==> src/rtl/imm_pkg.sv <==
// Shared definitions for the decode-stage immediate generator.
//   imm_kind_e : immediate class reported on kind_out
//   OPC_*      : every opcode that carries an immediate
//   classify() : opcode -> immediate class
package imm_pkg;

  typedef enum logic [1:0] {
    IMM_NONE  = 2'd0,
    IMM_SHORT = 2'd1,
    IMM_LONG  = 2'd2,
    IMM_UPPER = 2'd3
  } imm_kind_e;

  // Opcodes using the 6-bit immediate field
  localparam logic [3:0] OPC_SHORT0 = 4'b0000;
  localparam logic [3:0] OPC_SHORT1 = 4'b0100;
  localparam logic [3:0] OPC_SHORT2 = 4'b0101;
  localparam logic [3:0] OPC_SHORT3 = 4'b1000;
  localparam logic [3:0] OPC_SHORT4 = 4'b1001;
  localparam logic [3:0] OPC_SHORT5 = 4'b1010;
  // Opcodes using the 9-bit immediate field
  localparam logic [3:0] OPC_LONG0  = 4'b1100;
  localparam logic [3:0] OPC_LONG1  = 4'b1111;
  // Upper-immediate opcode
  localparam logic [3:0] OPC_UPPER  = 4'b0011;

  function automatic imm_kind_e classify(input logic [3:0] opc);
    imm_kind_e kind;
    case (opc)
      OPC_SHORT0, OPC_SHORT1, OPC_SHORT2,
      OPC_SHORT3, OPC_SHORT4, OPC_SHORT5: kind = IMM_SHORT;
      OPC_LONG0, OPC_LONG1:               kind = IMM_LONG;
      OPC_UPPER:                          kind = IMM_UPPER;
      default:                            kind = IMM_NONE;
    endcase
    return kind;
  endfunction

endpackage

==> src/rtl/imm_extract.sv <==
// Combinational immediate extraction.
//   ir_i   : instruction word
//   zext_i : 1 = zero-extend SHORT/LONG fields instead of sign-extending
//   imm_o  : XLEN-wide immediate (0 for opcodes without an immediate)
//   kind_o : immediate class
// The opcode constants are 4 bits wide, so OPC_W is expected to be 4.
module imm_extract
  import imm_pkg::*;
#(
  parameter int unsigned XLEN        = 16,
  parameter int unsigned OPC_W       = 4,
  parameter int unsigned IMM6_W      = 6,
  parameter int unsigned IMM9_W      = 9,
  parameter int unsigned UPPER_SHIFT = 7
) (
  input  logic [XLEN-1:0] ir_i,
  input  logic            zext_i,
  output logic [XLEN-1:0] imm_o,
  output imm_kind_e       kind_o
);

  logic [OPC_W-1:0]  opc;
  logic [IMM6_W-1:0] f6;
  logic [IMM9_W-1:0] f9;
  logic              sx6, sx9;
  logic [XLEN-1:0]   ext6, ext9, upper;
  logic              unused_ir;

  assign opc = ir_i[XLEN-1 -: OPC_W];
  assign f6  = ir_i[IMM6_W-1:0];
  assign f9  = ir_i[IMM9_W-1:0];

  // Fill bit is the field MSB unless zero-extension is requested
  assign sx6  = f6[IMM6_W-1] & ~zext_i;
  assign sx9  = f9[IMM9_W-1] & ~zext_i;
  assign ext6 = {{(XLEN-IMM6_W){sx6}}, f6};
  assign ext9 = {{(XLEN-IMM9_W){sx9}}, f9};
  // Bits shifted past XLEN are discarded (truncation)
  assign upper = XLEN'(f9) << UPPER_SHIFT;

  // Bits between the immediate field and the opcode are register specifiers
  assign unused_ir = ^ir_i[XLEN-OPC_W-1:IMM9_W];

  always_comb begin
    kind_o = classify(opc);
    imm_o  = '0;
    case (kind_o)
      IMM_SHORT: imm_o = ext6;
      IMM_LONG:  imm_o = ext9;
      IMM_UPPER: imm_o = upper;
      default:   imm_o = '0;
    endcase
  end

endmodule

==> src/rtl/imm_gen_stage.sv <==
// Registered immediate generator with a 2-entry skid buffer.
//   clk, rst            : clock / asynchronous active-high reset
//   flush               : drop every buffered entry and the same-cycle input
//   in_valid/in_ready   : upstream handshake, in_ready = !skid_valid
//   ir_in, zext_in      : instruction word and zero-extend request
//   out_valid/out_ready : downstream handshake
//   imm_out, kind_out   : registered immediate and its class
module imm_gen_stage
  import imm_pkg::*;
#(
  parameter int unsigned XLEN        = 16,
  parameter int unsigned OPC_W       = 4,
  parameter int unsigned IMM6_W      = 6,
  parameter int unsigned IMM9_W      = 9,
  parameter int unsigned UPPER_SHIFT = 7
) (
  input  logic            clk,
  input  logic            rst,
  input  logic            flush,
  input  logic            in_valid,
  output logic            in_ready,
  input  logic [XLEN-1:0] ir_in,
  input  logic            zext_in,
  output logic            out_valid,
  input  logic            out_ready,
  output logic [XLEN-1:0] imm_out,
  output logic [1:0]      kind_out
);

  logic [XLEN-1:0] new_imm;
  imm_kind_e       new_kind;

  imm_extract #(
    .XLEN        (XLEN),
    .OPC_W       (OPC_W),
    .IMM6_W      (IMM6_W),
    .IMM9_W      (IMM9_W),
    .UPPER_SHIFT (UPPER_SHIFT)
  ) u_extract (
    .ir_i   (ir_in),
    .zext_i (zext_in),
    .imm_o  (new_imm),
    .kind_o (new_kind)
  );

  logic            out_valid_q, out_valid_d;
  logic            skid_valid_q, skid_valid_d;
  logic [XLEN-1:0] out_imm_q, out_imm_d;
  logic [XLEN-1:0] skid_imm_q, skid_imm_d;
  imm_kind_e       out_kind_q, out_kind_d;
  imm_kind_e       skid_kind_q, skid_kind_d;
  logic            accept;

  // Registered-only: no combinational path from out_ready
  assign in_ready = ~skid_valid_q;
  assign accept   = in_valid & in_ready & ~flush;

  always_comb begin
    out_valid_d  = out_valid_q;
    skid_valid_d = skid_valid_q;
    out_imm_d    = out_imm_q;
    out_kind_d   = out_kind_q;
    skid_imm_d   = skid_imm_q;
    skid_kind_d  = skid_kind_q;
    if (flush) begin
      out_valid_d  = 1'b0;
      skid_valid_d = 1'b0;
    end else if (!out_valid_q || out_ready) begin
      // Output slot is free this edge; skid is older than any new input.
      // With skid full in_ready is low, so no accept can coincide.
      if (skid_valid_q) begin
        out_imm_d    = skid_imm_q;
        out_kind_d   = skid_kind_q;
        out_valid_d  = 1'b1;
        skid_valid_d = 1'b0;
      end else if (accept) begin
        out_imm_d   = new_imm;
        out_kind_d  = new_kind;
        out_valid_d = 1'b1;
      end else begin
        out_valid_d = 1'b0;
      end
    end else if (accept) begin
      // Output stalled: park the new entry in the skid register
      skid_imm_d   = new_imm;
      skid_kind_d  = new_kind;
      skid_valid_d = 1'b1;
    end
  end

  always_ff @(posedge clk or posedge rst) begin
    if (rst) begin
      out_valid_q  <= 1'b0;
      skid_valid_q <= 1'b0;
      out_imm_q    <= '0;
      out_kind_q   <= IMM_NONE;
      skid_imm_q   <= '0;
      skid_kind_q  <= IMM_NONE;
    end else begin
      out_valid_q  <= out_valid_d;
      skid_valid_q <= skid_valid_d;
      out_imm_q    <= out_imm_d;
      out_kind_q   <= out_kind_d;
      skid_imm_q   <= skid_imm_d;
      skid_kind_q  <= skid_kind_d;
    end
  end

  assign out_valid = out_valid_q;
  assign imm_out   = out_imm_q;
  assign kind_out  = out_kind_q;

endmodule
==> config.mk <==
export PLATFORM = sky130hd
export DESIGN_NAME = imm_gen_stage
export DESIGN_NICKNAME = d
export VERILOG_FILES = /design/src/rtl/imm_pkg.sv /design/src/rtl/imm_extract.sv /design/src/rtl/imm_gen_stage.sv
export SDC_FILE = /design/constraint.sdc
export NUM_CORES = 1
export LEC_CHECK = 0
export ABC_AREA = 1
export BUFFER_PORTS_ARGS = -buffer_cell sky130_fd_sc_hd__buf_2
export CELL_PAD_IN_SITES_DETAIL_PLACEMENT = 0
export CELL_PAD_IN_SITES_GLOBAL_PLACEMENT = 1
export CORE_MARGIN = 4
export CORE_UTILIZATION = 42
export CTS_CLUSTER_DIAMETER = 120
export DETAILED_ROUTE_END_ITERATION = 10
export PLACE_DENSITY_LB_ADDON = 0.1
export SLEW_MARGIN = 20
export SYNTH_ARGS = -nofsm -noshare
export SYNTH_HDL_FRONTEND = slang
export SYNTH_SLANG_ARGS = --single-unit
==> constraint.sdc <==
create_clock -name clk -period 2.25 [get_ports clk]
set_input_delay 0 -clock clk [delete_from_list [all_inputs] [get_ports clk]]
set_output_delay 0 -clock clk [all_outputs]
set_load 0.01 [all_outputs]
==> metrics.yaml <==
core-area_um2: 4723
power_per_cell_area_nw_per_um2: 731.2
layout-drive-gt1-share: 0.2079
wire_per_inst_um: 13.35
hpwl_after_detailed_placement_um: 3232
setup_viol: 0
postSynthAreaPerCell_um2: 7.657
clkSinkCount: 38
power_frac_clock: 0.264
max_cap_violations: 0
pre_cts_ws_ns: 0.6469
antenna_cells: 0
worstHoldPathType: "in -> reg"
crit_path_cell_trace: "o21ai_1, nor2_2, inv_2, a21oi_1, nand2_1, nand2_1"
routed_via_density: 5.030
worst_path_max_delay_cell: "sky130_fd_sc_hd__inv_2"
syn_nets: 292
die_footprint_um2: 6068
syn-cell-area_um2: 2052
timing.fmax_ghz: 0.6705
report.final.hold_viol_count: 0
cts-root-to-sink-buffers: 2
cts_bufs_inserted: 5
post_synth_inst_count: 268
p_leak_nw: 1.303
cell_internal_pwr_w: 0.001214
total_power_consumption_w: 0.001741
cts.repair.resized: 0
overall_global_routing_usage: 0.1769
drtAntennaViolNets: 0
rows: 25
synth_compound_area_frac: 0.08963
grt_start_max_net_pins: 39
synthAdderAreaFrac: 0.01220
timing.critical_path.arrival_ns: 1.67
timing.slew.headroom: 0.5870
timing.critical_path.slowest_cell_delay_ns: 0.45
worstMarginPinSlew_ns: 0.6173
root_buffer: "sky130_fd_sc_hd__clkbuf_8"
synth_cell_types: 24
fin_area_um2: 2381
finalMaxSlewViolations: 0
worst_ir_drop_vdd_v: 0.0003450
detailedRoute.firstIterationViolations: 124
postPlaceCellArea_um2: 2278
critPathCaptureType: "register"
mostFrequentLayoutCell: "sky130_fd_sc_hd__nand2_1"
post_synth_and_or_nand_nor_area_fraction: 0.3488
critPathKind: "reg -> reg"
post-cts-setup-buffers: 0
worst_skew_pair.late_latency_ns: 0.28
detailedRoute.firstPassIterationCount: 4
path_common_cell: "sky130_fd_sc_hd__nand2_1"
outcome: "finished, final reports clean"
global_route_wire_length_before_repair_um: 8542
worstPathRequired_ns: 2.42
port-buffer-count: 38
combinational_family_with_the_most_area_after_synthesis: "simple AND/OR/NAND/NOR gates"
area_delta_synth_final_pct: 16.04
worstPathMaxFanout: 33
total_switching_power_w: 0.0005268
cts_tree: "built"
globalRoute.totalOverflow: 0
fin_skew_ns: 0.004179
wirelength_um: 4941
rsz0062_at_grt: "false"
dr_total_vias: 1861
die_width_um: 77.90
power_frac_comb: 0.230
initial_core_utilization: 0.4344
drc_errors: 0
finalSetupTns_ns: 0
nets: 328
grt_antenna_before_repair: 0
power.sequential.fraction: 0.507
num_io_pins: 42
finalCritPeriodShare: 0.6629
synth-seq-cells: 38
cts.htree.levels: 2
synth.yosys.warnings: 0
switching_share: 0.3026
sequential_element_share_of_the_synthesized_area: 0.4634
highest_count_cells_in_the_layout_ignoring_fill_and_taps: "sky130_fd_sc_hd__nand2_1, sky130_fd_sc_hd__dfrtp_1, sky130_fd_sc_hd__buf_2"
fp.dieH_um: 77.90
yosys-mux-area-fraction: 0
synth-xor-area-share: 0
clk_pin_slew_ns: 0.07
start_kind: "register"
layout_min_cycle_time_ns: 1.491
timing.hold.ws_ns: 0.03672
finalWeightedCongestion: 0.7276
holdBufCountCts: 2
grt_pass1_vias: 1755
layout_setup_ws_ns: 0.7585
[registers in the layout, summed over array words and instances (netlist names)]
register,count
imm_out,16
skid_imm_q,16
kind_out,2
skid_kind_q,2
out_valid,1
skid_valid_q,1
[Yosys cell counts, drive strengths merged]
cell type,instances,area (um2)
a21oi,12,63.81
a31oi,8,50.05
buf,12,78.82
clkbuf,3,11.26
dfrtp,38,950.9
ha,2,25.02
inv,23,86.33
nand2,71,279.0
nand3,34,185.2
nand4,18,112.6
nor2,32,132.6
o21ai,14,70.07
or2,1,6.260
[area by class of cell]
| cell class | count | area (um2) |
|---|---|---|
| clock buffers | 6 | 82.58 |
| well taps | 67 | 83.83 |
| multi-input cells | 192 | 924.6 |
| fillers | 475 | 2342 |
| inverters | 23 | 86.33 |
| flip-flops and latches | 38 | 950.9 |
| repair buffers | 44 | 252.7 |
[worst max-delay path, delay by kind of cell (launching register included)]
| family | cells | cell delay (ns) |
|---|---|---|
| compound gates | 2 | 0.28 |
| buf+inv | 1 | 0.45 |
| flops | 1 | 0.39 |
| simple gates | 3 | 0.26 |
[metrics by stage]
stage,cells,util
6_report,370,0.5041
5_1_grt,370,0.5041
4_1_cts,370,0.5041
3_5_place_dp,362,0.4824
3_3_place_gp,362,0.4824
2_1_floorplan,268,-
[layer usage]
metal | global-route usage | vias up | part of all wire
li1 | - | 959 | -
met1 | 0.2583 | 859 | 0.51
met2 | 0.2663 | 39 | 0.44
met3 | 0.03248 | 4 | 0.042
met4 | 0.05245 | 0 | 0.0081
met5 | 0 | - | 0
[power by group through the flow]
stage / Sequential [W] / Combinational [W] / Clock [W]
floorplan: 0.000913 / 0.000248 / 0
global placement: 0.000889 / 0.000399 / 0
detailed placement: 0.000893 / 0.000402 / 0
CTS: 0.000881 / 0.000406 / 0.000475
global route: 0.000899 / 0.000464 / 0.000508
finish: 0.000882 / 0.000400 / 0.000460
[final timing paths]
path,startpoint,endpoint,slack (ns),cells past startpoint
setup / recovery,skid_valid_q,imm_out[7],0.76,6
hold / removal,ir_in[0],skid_imm_q[0],0.04,3
setup reg to reg,skid_valid_q,imm_out[7],0.76,6
hold reg to reg,imm_out[15],imm_out[15],0.47,2
max in group asynchronous,rst,skid_imm_q[11],1.53,4
min in group asynchronous,rst,imm_out[2],0.38,4
[cell families after synthesis]
kind of cell	count (synthesis)
AO/OA/AOI/OAI	34
adder cells (fa/ha/maj)	2
buffers and inverters	38
flip-flops	38
AND/OR/NAND/NOR	156
Power figures use the tool's default switching activity.
